## config.mk

```make
export PLATFORM = sky130hd
export DESIGN_NAME = pc_predict
export DESIGN_NICKNAME = d
export VERILOG_FILES = /design/src/rtl/pc_pkg.sv /design/src/rtl/pc_btb.sv /design/src/rtl/pc_predict.sv
export SDC_FILE = /design/constraint.sdc
export NUM_CORES = 2
export LEC_CHECK = 0
export BUFFER_PORTS_ARGS = -buffer_cell sky130_fd_sc_hd__buf_4
export CORE_AREA = 8 8 324 326
export CTS_BUF_LIST = sky130_fd_sc_hd__clkbuf_4
export CTS_CLUSTER_DIAMETER = 60
export DETAILED_ROUTE_END_ITERATION = 6
export DIE_AREA = 0 0 332 334
export PLACE_DENSITY_LB_ADDON = 0.15
export SETUP_SLACK_MARGIN = 0.05
export SLEW_MARGIN = 20
export SYNTH_ARGS = -nofsm -noshare
export SYNTH_HDL_FRONTEND = slang
export SYNTH_SLANG_ARGS = --single-unit
```

## constraint.sdc

```tcl
create_clock -name CLK -period 88.2 [get_ports CLK]
set_input_delay 8.82 -clock CLK [delete_from_list [all_inputs] [get_ports CLK]]
set_output_delay 8.82 -clock CLK [all_outputs]
set_load 0.02 [all_outputs]
```

## src/rtl/pc_pkg.sv

```systemverilog
// Shared types and helpers for the fetch-stage PC unit and its branch target buffer.
package pc_pkg;

  // Source selected for the next fetch PC, listed in priority order.
  typedef enum logic [2:0] {
    PC_REDIRECT,
    PC_JUMP,
    PC_PRED,
    PC_SEQ,
    PC_HOLD
  } pcsrc_t;

  // Widest prediction counter the helpers handle; callers zero-extend into this width.
  localparam int CTR_MAX_W = 8;

  // Saturating increment of a w-bit counter carried in a CTR_MAX_W-bit container.
  function automatic logic [CTR_MAX_W-1:0] ctr_sat_inc(input logic [CTR_MAX_W-1:0] ctr,
                                                       input int w);
    logic [CTR_MAX_W-1:0] top;
    top = CTR_MAX_W'((64'd1 << w) - 64'd1);
    return (ctr >= top) ? top : ctr + 1'b1;
  endfunction

  // Saturating decrement; a counter at zero stays at zero.
  function automatic logic [CTR_MAX_W-1:0] ctr_sat_dec(input logic [CTR_MAX_W-1:0] ctr);
    return (ctr == '0) ? '0 : ctr - 1'b1;
  endfunction

endpackage

```

## src/rtl/pc_btb.sv

```systemverilog
// Direct-mapped BTB storage: two combinational read ports (fetch lookup and
// training read-modify-write) and one registered write port. Entries are
// opaque vectors here; the owner defines the field layout.
module pc_btb #(
  parameter int IDX_W   = 4,
  parameter int ENTRY_W = 8
) (
  input  logic               clk_i,
  input  logic               rst_i,
  input  logic [IDX_W-1:0]   lu_idx_i,
  output logic [ENTRY_W-1:0] lu_entry_o,
  input  logic [IDX_W-1:0]   rd_idx_i,
  output logic [ENTRY_W-1:0] rd_entry_o,
  input  logic               wr_en_i,
  input  logic [IDX_W-1:0]   wr_idx_i,
  input  logic [ENTRY_W-1:0] wr_entry_i
);

  localparam int DEPTH = 1 << IDX_W;

  logic [ENTRY_W-1:0] mem_q [DEPTH];

  // Reads return the contents before any write landing on the same edge.
  always_comb begin
    lu_entry_o = mem_q[lu_idx_i];
    rd_entry_o = mem_q[rd_idx_i];
  end

  // Whole entries are cleared on reset so no half-written entry can survive it.
  always_ff @(posedge clk_i or posedge rst_i) begin
    if (rst_i) begin
      for (int i = 0; i < DEPTH; i++) begin
        mem_q[i] <= '0;
      end
    end else if (wr_en_i) begin
      mem_q[wr_idx_i] <= wr_entry_i;
    end
  end

endmodule

```

## src/rtl/pc_predict.sv

```systemverilog
// Fetch-stage PC unit: current PC register, next-PC priority mux and BTB
// training from resolved branches.
module pc_predict
  import pc_pkg::*;
#(
  parameter int              PC_W        = 30,
  parameter logic [PC_W-1:0] RESET_PC    = '0,
  parameter int              BTB_ENTRIES = 16,
  parameter int              CTR_W       = 2
) (
  input  logic            CLK,
  input  logic            RST,
  input  logic            pcEN,
  input  logic            jmp_valid,
  input  logic [PC_W-1:0] jmp_target,
  input  logic            res_valid,
  input  logic [PC_W-1:0] res_pc,
  input  logic            res_taken,
  input  logic [PC_W-1:0] res_target,
  input  logic            res_mispredict,
  input  logic [PC_W-1:0] res_redirect,
  output logic [PC_W-1:0] cpc,
  output logic [PC_W-1:0] npc,
  output logic            pred_taken,
  output logic [PC_W-1:0] pred_target
);

  localparam int IDX_W = $clog2(BTB_ENTRIES);
  localparam int TAG_W = PC_W - IDX_W;

  typedef struct packed {
    logic             valid;
    logic [TAG_W-1:0] tag;
    logic [PC_W-1:0]  target;
    logic [CTR_W-1:0] ctr;
  } btb_entry_t;

  localparam int ENTRY_W = $bits(btb_entry_t);

  // Newly allocated entries start weakly taken: MSB set, rest clear.
  localparam logic [CTR_W-1:0] CTR_WEAK = CTR_W'(1 << (CTR_W - 1));

  logic [PC_W-1:0] cpc_q;
  logic [PC_W-1:0] cpc_d;
  pcsrc_t          pc_src;

  btb_entry_t lu_entry;
  btb_entry_t tr_entry;
  btb_entry_t wr_entry;
  logic       wr_en;
  logic       lu_hit;
  logic       tr_hit;

  logic [CTR_W-1:0] ctr_up;
  logic [CTR_W-1:0] ctr_down;

  pc_btb #(
    .IDX_W  (IDX_W),
    .ENTRY_W(ENTRY_W)
  ) u_btb (
    .clk_i     (CLK),
    .rst_i     (RST),
    .lu_idx_i  (cpc_q[IDX_W-1:0]),
    .lu_entry_o(lu_entry),
    .rd_idx_i  (res_pc[IDX_W-1:0]),
    .rd_entry_o(tr_entry),
    .wr_en_i   (wr_en),
    .wr_idx_i  (res_pc[IDX_W-1:0]),
    .wr_entry_i(wr_entry)
  );

  // Fetch-side prediction for the current PC, purely from cpc and BTB contents.
  always_comb begin
    lu_hit      = lu_entry.valid && (lu_entry.tag == cpc_q[PC_W-1:IDX_W]);
    pred_taken  = lu_hit && lu_entry.ctr[CTR_W-1];
    pred_target = lu_entry.target;
  end

  // Pick the next-PC source; a mispredict flush overrides a fetch stall.
  always_comb begin
    if (res_valid && res_mispredict) begin
      pc_src = PC_REDIRECT;
    end else if (pcEN && jmp_valid) begin
      pc_src = PC_JUMP;
    end else if (pcEN && pred_taken) begin
      pc_src = PC_PRED;
    end else if (pcEN) begin
      pc_src = PC_SEQ;
    end else begin
      pc_src = PC_HOLD;
    end
  end

  // Next-PC data mux driven by the selected source.
  always_comb begin
    unique case (pc_src)
      PC_REDIRECT: cpc_d = res_redirect;
      PC_JUMP:     cpc_d = jmp_target;
      PC_PRED:     cpc_d = pred_target;
      PC_SEQ:      cpc_d = npc;
      default:     cpc_d = cpc_q;
    endcase
  end

  // Current fetch PC register.
  always_ff @(posedge CLK or posedge RST) begin
    if (RST) begin
      cpc_q <= RESET_PC;
    end else begin
      cpc_q <= cpc_d;
    end
  end

  assign cpc = cpc_q;
  assign npc = cpc_q + PC_W'(1);

  // Saturating counter neighbours of the entry being trained.
  always_comb begin
    ctr_up   = CTR_W'(ctr_sat_inc(CTR_MAX_W'(tr_entry.ctr), CTR_W));
    ctr_down = CTR_W'(ctr_sat_dec(CTR_MAX_W'(tr_entry.ctr)));
  end

  // Training: update a hitting entry, allocate on a taken miss, ignore a not-taken miss.
  always_comb begin
    tr_hit   = tr_entry.valid && (tr_entry.tag == res_pc[PC_W-1:IDX_W]);
    wr_en    = 1'b0;
    wr_entry = tr_entry;
    if (res_valid) begin
      if (tr_hit) begin
        wr_en = 1'b1;
        if (res_taken) begin
          wr_entry.ctr    = ctr_up;
          wr_entry.target = res_target;
        end else begin
          wr_entry.ctr = ctr_down;
        end
      end else if (res_taken) begin
        wr_en           = 1'b1;
        wr_entry.valid  = 1'b1;
        wr_entry.tag    = res_pc[PC_W-1:IDX_W];
        wr_entry.target = res_target;
        wr_entry.ctr    = CTR_WEAK;
      end
    end
  end

endmodule
```

* Yosys cells after proc, flatten, opt, wreduce, memory -nomap -nowiden
Index checks and enable logic that the tools add are counted.
** Word-level totals
- Bits in registers :: 974
- Input port bits :: 127
- Output and inout bits :: 91
- Logic and storage cells :: 66
** Operators by class
- $add $sub $neg :: 3
- $lt $le $gt $ge :: 4
- Eq/ne operators :: 5
- Mux-type cells :: 25
- Bitwise operators :: 2
- Reduce and logical (&&, ||, !) cells :: 10
** Operators by type and width (number)
- bitwise mux 944 bit :: 1
- binary-select mux 59 bit (select 4 bit) :: 2
- 2-to-1 mux 59 bit :: 7
- demux 59 bit (select 4 bit) :: 1
- case mux 30 bit (4 select lines) :: 1
- == test 26 bit :: 2
- 2-to-1 mux 32 bit :: 1
- adder 30 x 1 -> 30 bit (second input constant) :: 1
- 2-to-1 mux 30 bit :: 1
- 2-to-1 mux 27 bit :: 1
- 2-to-1 mux 3 bit :: 4
- greater-or-equal comparator 5 bit (second input constant) :: 2
- NOT 4 -> 5 bit :: 2
- logical AND 1 bit :: 7
- == test 3 x 2 -> 1 bit (second input constant) :: 2
- 2-to-1 mux 2 bit :: 3
- less-than comparator 5 x 1 -> 1 bit (second input constant) :: 1
- nonzero test 4 bit :: 1
- == test 3 x 1 -> 1 bit (second input constant) :: 1
- zero test 3 bit :: 1
- 2-to-1 mux 1 bit :: 3
- adder 2 x 1 -> 2 bit (second input constant) :: 1
- greater-or-equal comparator 2 bit (second input constant) :: 1
- zero test 2 bit :: 1
- subtractor 2 x 1 -> 2 bit (second input constant) :: 1

* Longest topological paths before layout
- Depth in word-level cells :: 13
- Gate-level depth with buffers :: 17
- Mapped depth without buffers :: 9

* By module
A second synthesis with hierarchy kept.
** Second synthesis, totals
- Cells, all modules :: 3542
- Area total of the unflattened synthesis :: 52591.7 um^2
** Modules (own cells, without submodules)
- pc_btb :: times used 1, cells each 3070, area an instance 48631.6 um^2, seq. area each 23622.7 um^2
- pc_predict :: times used 1, cells each 472, area an instance 3960.0 um^2, seq. area each 750.7 um^2

* Worst setup path before layout
Ideal clock, no wire load.
- Kind :: input to register
- Start point :: input res_pc[0]
- End point :: register u_btb.mem_q[134] (netlist name)
- Setup time :: 125 ps
- Arrival :: 12588 ps
- Data required time :: 88075 ps
- Path slack :: 75487 ps
- Stages :: 13
- Path buffers :: 9
- Path through :: buf_6 > buf_4 > buf_4 > buf_6 > buf_2 > buf_2 > buf_2 > buf_1 > mux4_2 > mux4_2 > mux2_2 > clkbuf_1 > mux2_2
** On the way
- Cells in the longest elaborated chain, start to end :: 9
- Elaborated cells on any way between the ends :: 18
- Classes of those cells :: order compare: 2; eq/ne: 1; mux: 12; bitwise: 1; reduce/logical: 2
** Ends and longest elaborated chain
- start: declaration :: line pc_predict.sv:17 : input logic [PC_W-1:0] res_pc,
- NOT 4 -> 5 bit (implied by the code) * :: line pc_btb.sv:26, pc_btb.sv:36
- binary-select mux 59 bit (select 4 bit) :: line pc_btb.sv:26 : rd_entry_o = mem_q[rd_idx_i];
- 2-to-1 mux 59 bit (implied by the code) (2 in a row) :: line pc_btb.sv:26
- == test 26 bit :: line pc_predict.sv:125 : tr_hit = tr_entry.valid && (tr_entry.tag == res_pc[PC_W-1:IDX_W]);
- logical AND 1 bit :: line pc_predict.sv:125
- 2-to-1 mux 32 bit :: line pc_predict.sv:129 : if (tr_hit) begin
- 2-to-1 mux 59 bit :: line pc_predict.sv:128 : if (res_valid) begin
- bitwise mux 944 bit :: line pc_btb.sv:36 : mem_q[wr_idx_i] <= wr_entry_i;
- end signal: indexed assignment :: line pc_btb.sv:36
- end: declaration :: line pc_btb.sv:21 : logic [ENTRY_W-1:0] mem_q [DEPTH];
Mark *: on every way between the ends. The rest lies on a longest branch, timed or not. The select of a mux whose other input is x is not followed.
A chain may end at the register's enable or synchronous reset.

* Final worst setup path
- Start point :: register cpc_q[1], in the netlist cpc[1]
- End point :: output pred_taken
** On the way
- Cells in the longest elaborated chain, start to end :: 7
** Ends and longest elaborated chain
- start: declaration :: line pc_predict.sv:43 : logic [PC_W-1:0] cpc_q;
- start signal: assignment :: line pc_predict.sv:110 : cpc_q <= cpc_d;
- NOT 4 -> 5 bit (implied by the code) * :: line pc_btb.sv:25 : lu_entry_o = mem_q[lu_idx_i];
- binary-select mux 59 bit (select 4 bit) * :: line pc_btb.sv:25
- 2-to-1 mux 59 bit (implied by the code) * (2 in a row) :: line pc_btb.sv:25
- == test 26 bit :: line pc_predict.sv:74 : lu_hit = lu_entry.valid && (lu_entry.tag == cpc_q[PC_W-1:IDX_W]);
- logical AND 1 bit :: line pc_predict.sv:74
- logical AND 1 bit * :: line pc_predict.sv:75 : pred_taken = lu_hit && lu_entry.ctr[CTR_W-1];
- end: declaration :: line pc_predict.sv:24 : output logic pred_taken,
Marked as above.

==> results.rst <==
.. list-table::
   :header-rows: 1

   * - Metric
     - Value
   * - Total of fill cells in the finished design
     - 7580
   * - Overall via count from detail_route
     - 36960
   * - Clock-pin slew of the registers on the worst-case setup and hold paths
     - 0.06 ns
   * - RSZ-0062 raised after global routing
     - false
   * - Number of nets produced by synthesis
     - 3741
   * - Total half-perimeter wirelength after legalization and detailed placement
     - 110300 um
   * - Cell-internal power
     - 0.9025 mW
   * - Number of distinct library cells after synthesis
     - 72
   * - Depth of the worst register-to-register path
     - 12
   * - Number of synthesized register bits
     - 974
   * - Routed len/inst
     - 32.99 um
   * - Standby leakage power
     - 28.11 nW
   * - Run status
     - complete, but fails checks
   * - Final Hold Slack
     - 0.4944 ns
   * - Starting density of the core
     - 54.52%
   * - Maximum Capacitance Violations
     - 0
   * - Net switching power
     - 0.4219 mW
   * - Switching Fraction
     - 31.85%
   * - Post-route design area
     - 60270 sq um
   * - Port buffer count
     - 217
   * - Max IR drop VDD
     - 0.01548 mV
   * - Number of antenna violations at the first check in global routing
     - 3
   * - Combinational cell fraction of total power
     - 25.1%
   * - R2r setup slk
     - 80.80 ns
   * - Fin cells
     - 5343
   * - Yosys synthesis warning count
     - 0
   * - Clock power frac
     - 31.5%
   * - Share of post-route cells with drive strength above 1
     - 56.22%
   * - Final period utilization
     - 18.46%
   * - Worst r2r dst
     - cpc[22]$_DFFE_PP0P_
   * - Vias in the first global route
     - 39270
   * - Final TNS setup
     - 0 ns
   * - Cell Area, Placed
     - 56740 sq um
   * - Maximum number of pins on one net before global-route repair
     - 115
   * - CORE AREA
     - 99570 sq um
   * - Most common cell after layout, fill and taps aside
     - dfrtp_1
   * - Total standard cell area after synthesis
     - 54280 sq um
   * - Largest fanout on the critical path
     - 38
   * - Largest cells by area after synthesis
     - dfrtp_1, mux4_2, mux2_2
   * - Count of H-tree levels built during CTS
     - 5
   * - Utilization after layout
     - 60.53%
   * - Final number of max-transition violations
     - 0
   * - Skew-Pair Late Insertion Delay
     - 1.18 ns
   * - Max-slew headroom
     - 15.70%
   * - Share of the synthesized area in the top cell type
     - 44.90%
   * - Remaining number of nets flagged by the antenna check after routing
     - 0
   * - Total Wirelength
     - 176300 um
   * - Area added between synthesis and finish
     - 11.03%
   * - Highest clock rate
     - 61.42 MHz
   * - Row count
     - 116
   * - Worst-case clock skew
     - 0.09366 ns
   * - Crit path launch type
     - flop
   * - Global Route Usage Sum
     - 31.53%
   * - Dpl cells
     - 4861
   * - Final hold viol count
     - 0
   * - Total congestion overflow
     - 0
   * - Number of clock sinks
     - 974
   * - First-pass GRT wire length
     - 262200 um
   * - Final worst path period need
     - 16.28 ns
   * - Net count, final
     - 3982
   * - Hold Crit Start
     - u_btb.mem_q[353]$_DFFE_PP0P_
   * - Vias per cell
     - 6.918
   * - Most used DFF post-synth
     - dfrtp_1
   * - Sequential cell fraction of total power
     - 43.4%
   * - PD cells
     - 21.97 nW/um^2
   * - Startpoint of the worst register-to-register path
     - cpc[1]$_DFFE_PP0P_
   * - Post-synthesis sequential area ratio
     - 44.90%
   * - Number of enable-type register cells in the synthesized netlist
     - 0
   * - Post-CTS Setup Bufs
     - 0
   * - Die boundary height
     - 334 um
   * - Width of the die
     - 332 um
   * - Cells after synthesis
     - 3613
   * - Classification of the worst setup path
     - reg -> out
   * - Area of the die
     - 110900 sq um
   * - CP Data Arrival Time
     - 7.46 ns
   * - Routability Congestion
     - 0.9642
   * - Detailed-routing iteration count for the pre-antenna-repair pass
     - 7
   * - Violated checks
     - design-rule violations
   * - Required time at the worst-slack endpoint
     - 79.38 ns
   * - Remaining routing DRC violations
     - 1
   * - Final setup fails
     - 0
   * - Capturing instance or port of the critical path
     - pred_taken
   * - Post-cts sizing count
     - 0
   * - Master cell of the clock root buffer
     - clkbuf_4
   * - Async SR Flop Fraction
     - 100.0%
   * - Highest-count cells in the layout ignoring fill and taps
     - dfrtp_1, mux2_2, mux4_2, clkbuf_4, buf_4
   * - 1st-iter DRT viols
     - 3938
   * - Dominant cell type by area after synthesis
     - dfrtp_1
   * - Critical Path Source
     - cpc[1]$_DFFE_PP0P_
   * - Endpoint kind of the worst setup timing path
     - primary output
   * - Type of the most critical hold path
     - reg -> reg
   * - Average cell area after synthesis
     - 15.02 sq um
   * - Num CTS Buffers
     - 286
   * - Worst-Margin Slew
     - 1.260 ns
   * - Io pins
     - 218
   * - Hold buffer count at CTS
     - 0
   * - Clock tree from TritonCTS
     - yes
   * - Buffers from clock root to sink, at most
     - 4
[critical path, stage by stage (launching register included)]
cell       delay, ns
dfrtp_4         0.82
buf_4           0.68
buf_4           0.64
buf_4           0.72
mux4_2          0.48
mux2i_1         0.24
nor3_1          0.09
a21oi_1         0.17
nand3_1         0.09
a2111oi_0       0.92
nand2_1         0.11
nor3_1          0.90
buf_4           0.29
[layout make-up]
type / instances / area [sq um] / area share (%)
Timing Repair Buffer: 305 / 2349 / 3.897
Multi-Input combinational cell: 2258 / 28350 / 47.04
Clock inverter: 63 / 349.1 / 0.5792
Clock buffer: 409 / 3070 / 5.094
Sequential cell: 974 / 24390 / 40.47
Inverter: 29 / 118.9 / 0.1972
Tap cell: 1298 / 1624 / 2.695
Antenna cell: 7 / 17.52 / 0.02906
[cell usage after synthesis, types with 25 or more instances]
| master | number |
|---|---|
| o22ai_1 | 53 |
| buf_1 | 50 |
| mux4_2 | 501 |
| buf_2 | 71 |
| inv_1 | 27 |
| a22oi_1 | 25 |
| dfrtp_1 | 974 |
| mux2_2 | 955 |
| a221oi_1 | 35 |
| mux2i_1 | 156 |
| a21oi_1 | 25 |
| nor2_1 | 67 |
| mux2_4 | 45 |
| nand2_1 | 72 |
| clkbuf_1 | 200 |
| xnor2_1 | 57 |
[stage by stage]
stage                     total power [mW]  setup WS (ns)
final                                1.324          71.92
after global routing                 1.382          71.66
after CTS                            1.327          71.97
after detailed placement            0.9084          71.46
after global placement              0.8954          71.58
after floorplan                     0.7946          51.98
[power by group through the flow]
stage / Sequential, mW / Clock (mW) / Combinational, mW
floorplan: 0.554 / 0 / 0.241
global placement: 0.573 / 0 / 0.322
detailed placement: 0.579 / 0 / 0.329
CTS: 0.571 / 0.425 / 0.331
global route: 0.581 / 0.450 / 0.350
finish: 0.574 / 0.417 / 0.333
[cells by family after synthesis]
| group | synth area share (%) |
|---|---|
| xor+xnor | 1.194 |
| flops | 44.90 |
| compound gates | 3.107 |
| fa+ha+maj | 0.02305 |
| mux | 44.89 |
| buf+inv | 3.123 |
| simple gates | 2.764 |
[sequential cells by signal, indices dropped and copies added (netlist names)]
register     cells
u_btb.mem_q    944
cpc             30
[worst min path at each step]
stage | to | slack (ns) | cells after the start
final | u_btb.mem_q[353]$_DFFE_PP0P_ | 0.49 | 1
after global routing | u_btb.mem_q[648]$_DFFE_PP0P_ | 0.50 | 1
after CTS | u_btb.mem_q[648]$_DFFE_PP0P_ | 0.50 | 1
after detailed placement | u_btb.mem_q[707]$_DFFE_PP0P_ | 0.48 | 1
after global placement | u_btb.mem_q[412]$_DFFE_PP0P_ | 0.47 | 1
after floorplan | u_btb.mem_q[884]$_DFFE_PP0P_ | 0.44 | 1
[routing by layer]
metal / wire [um] / vias up / part of all wire (%) / global-route usage [%]
li1: - / 14710 / - / -
met1: 71000 / 19750 / 40 / 42.12
met2: 79820 / 2055 / 45 / 47.61
met3: 17620 / 436 / 10 / 10.13
met4: 7708 / 6 / 4.4 / 13.47
met5: 116 / - / 0.066 / 0.6074
Note: power is estimated with default switching activity, not from simulation.
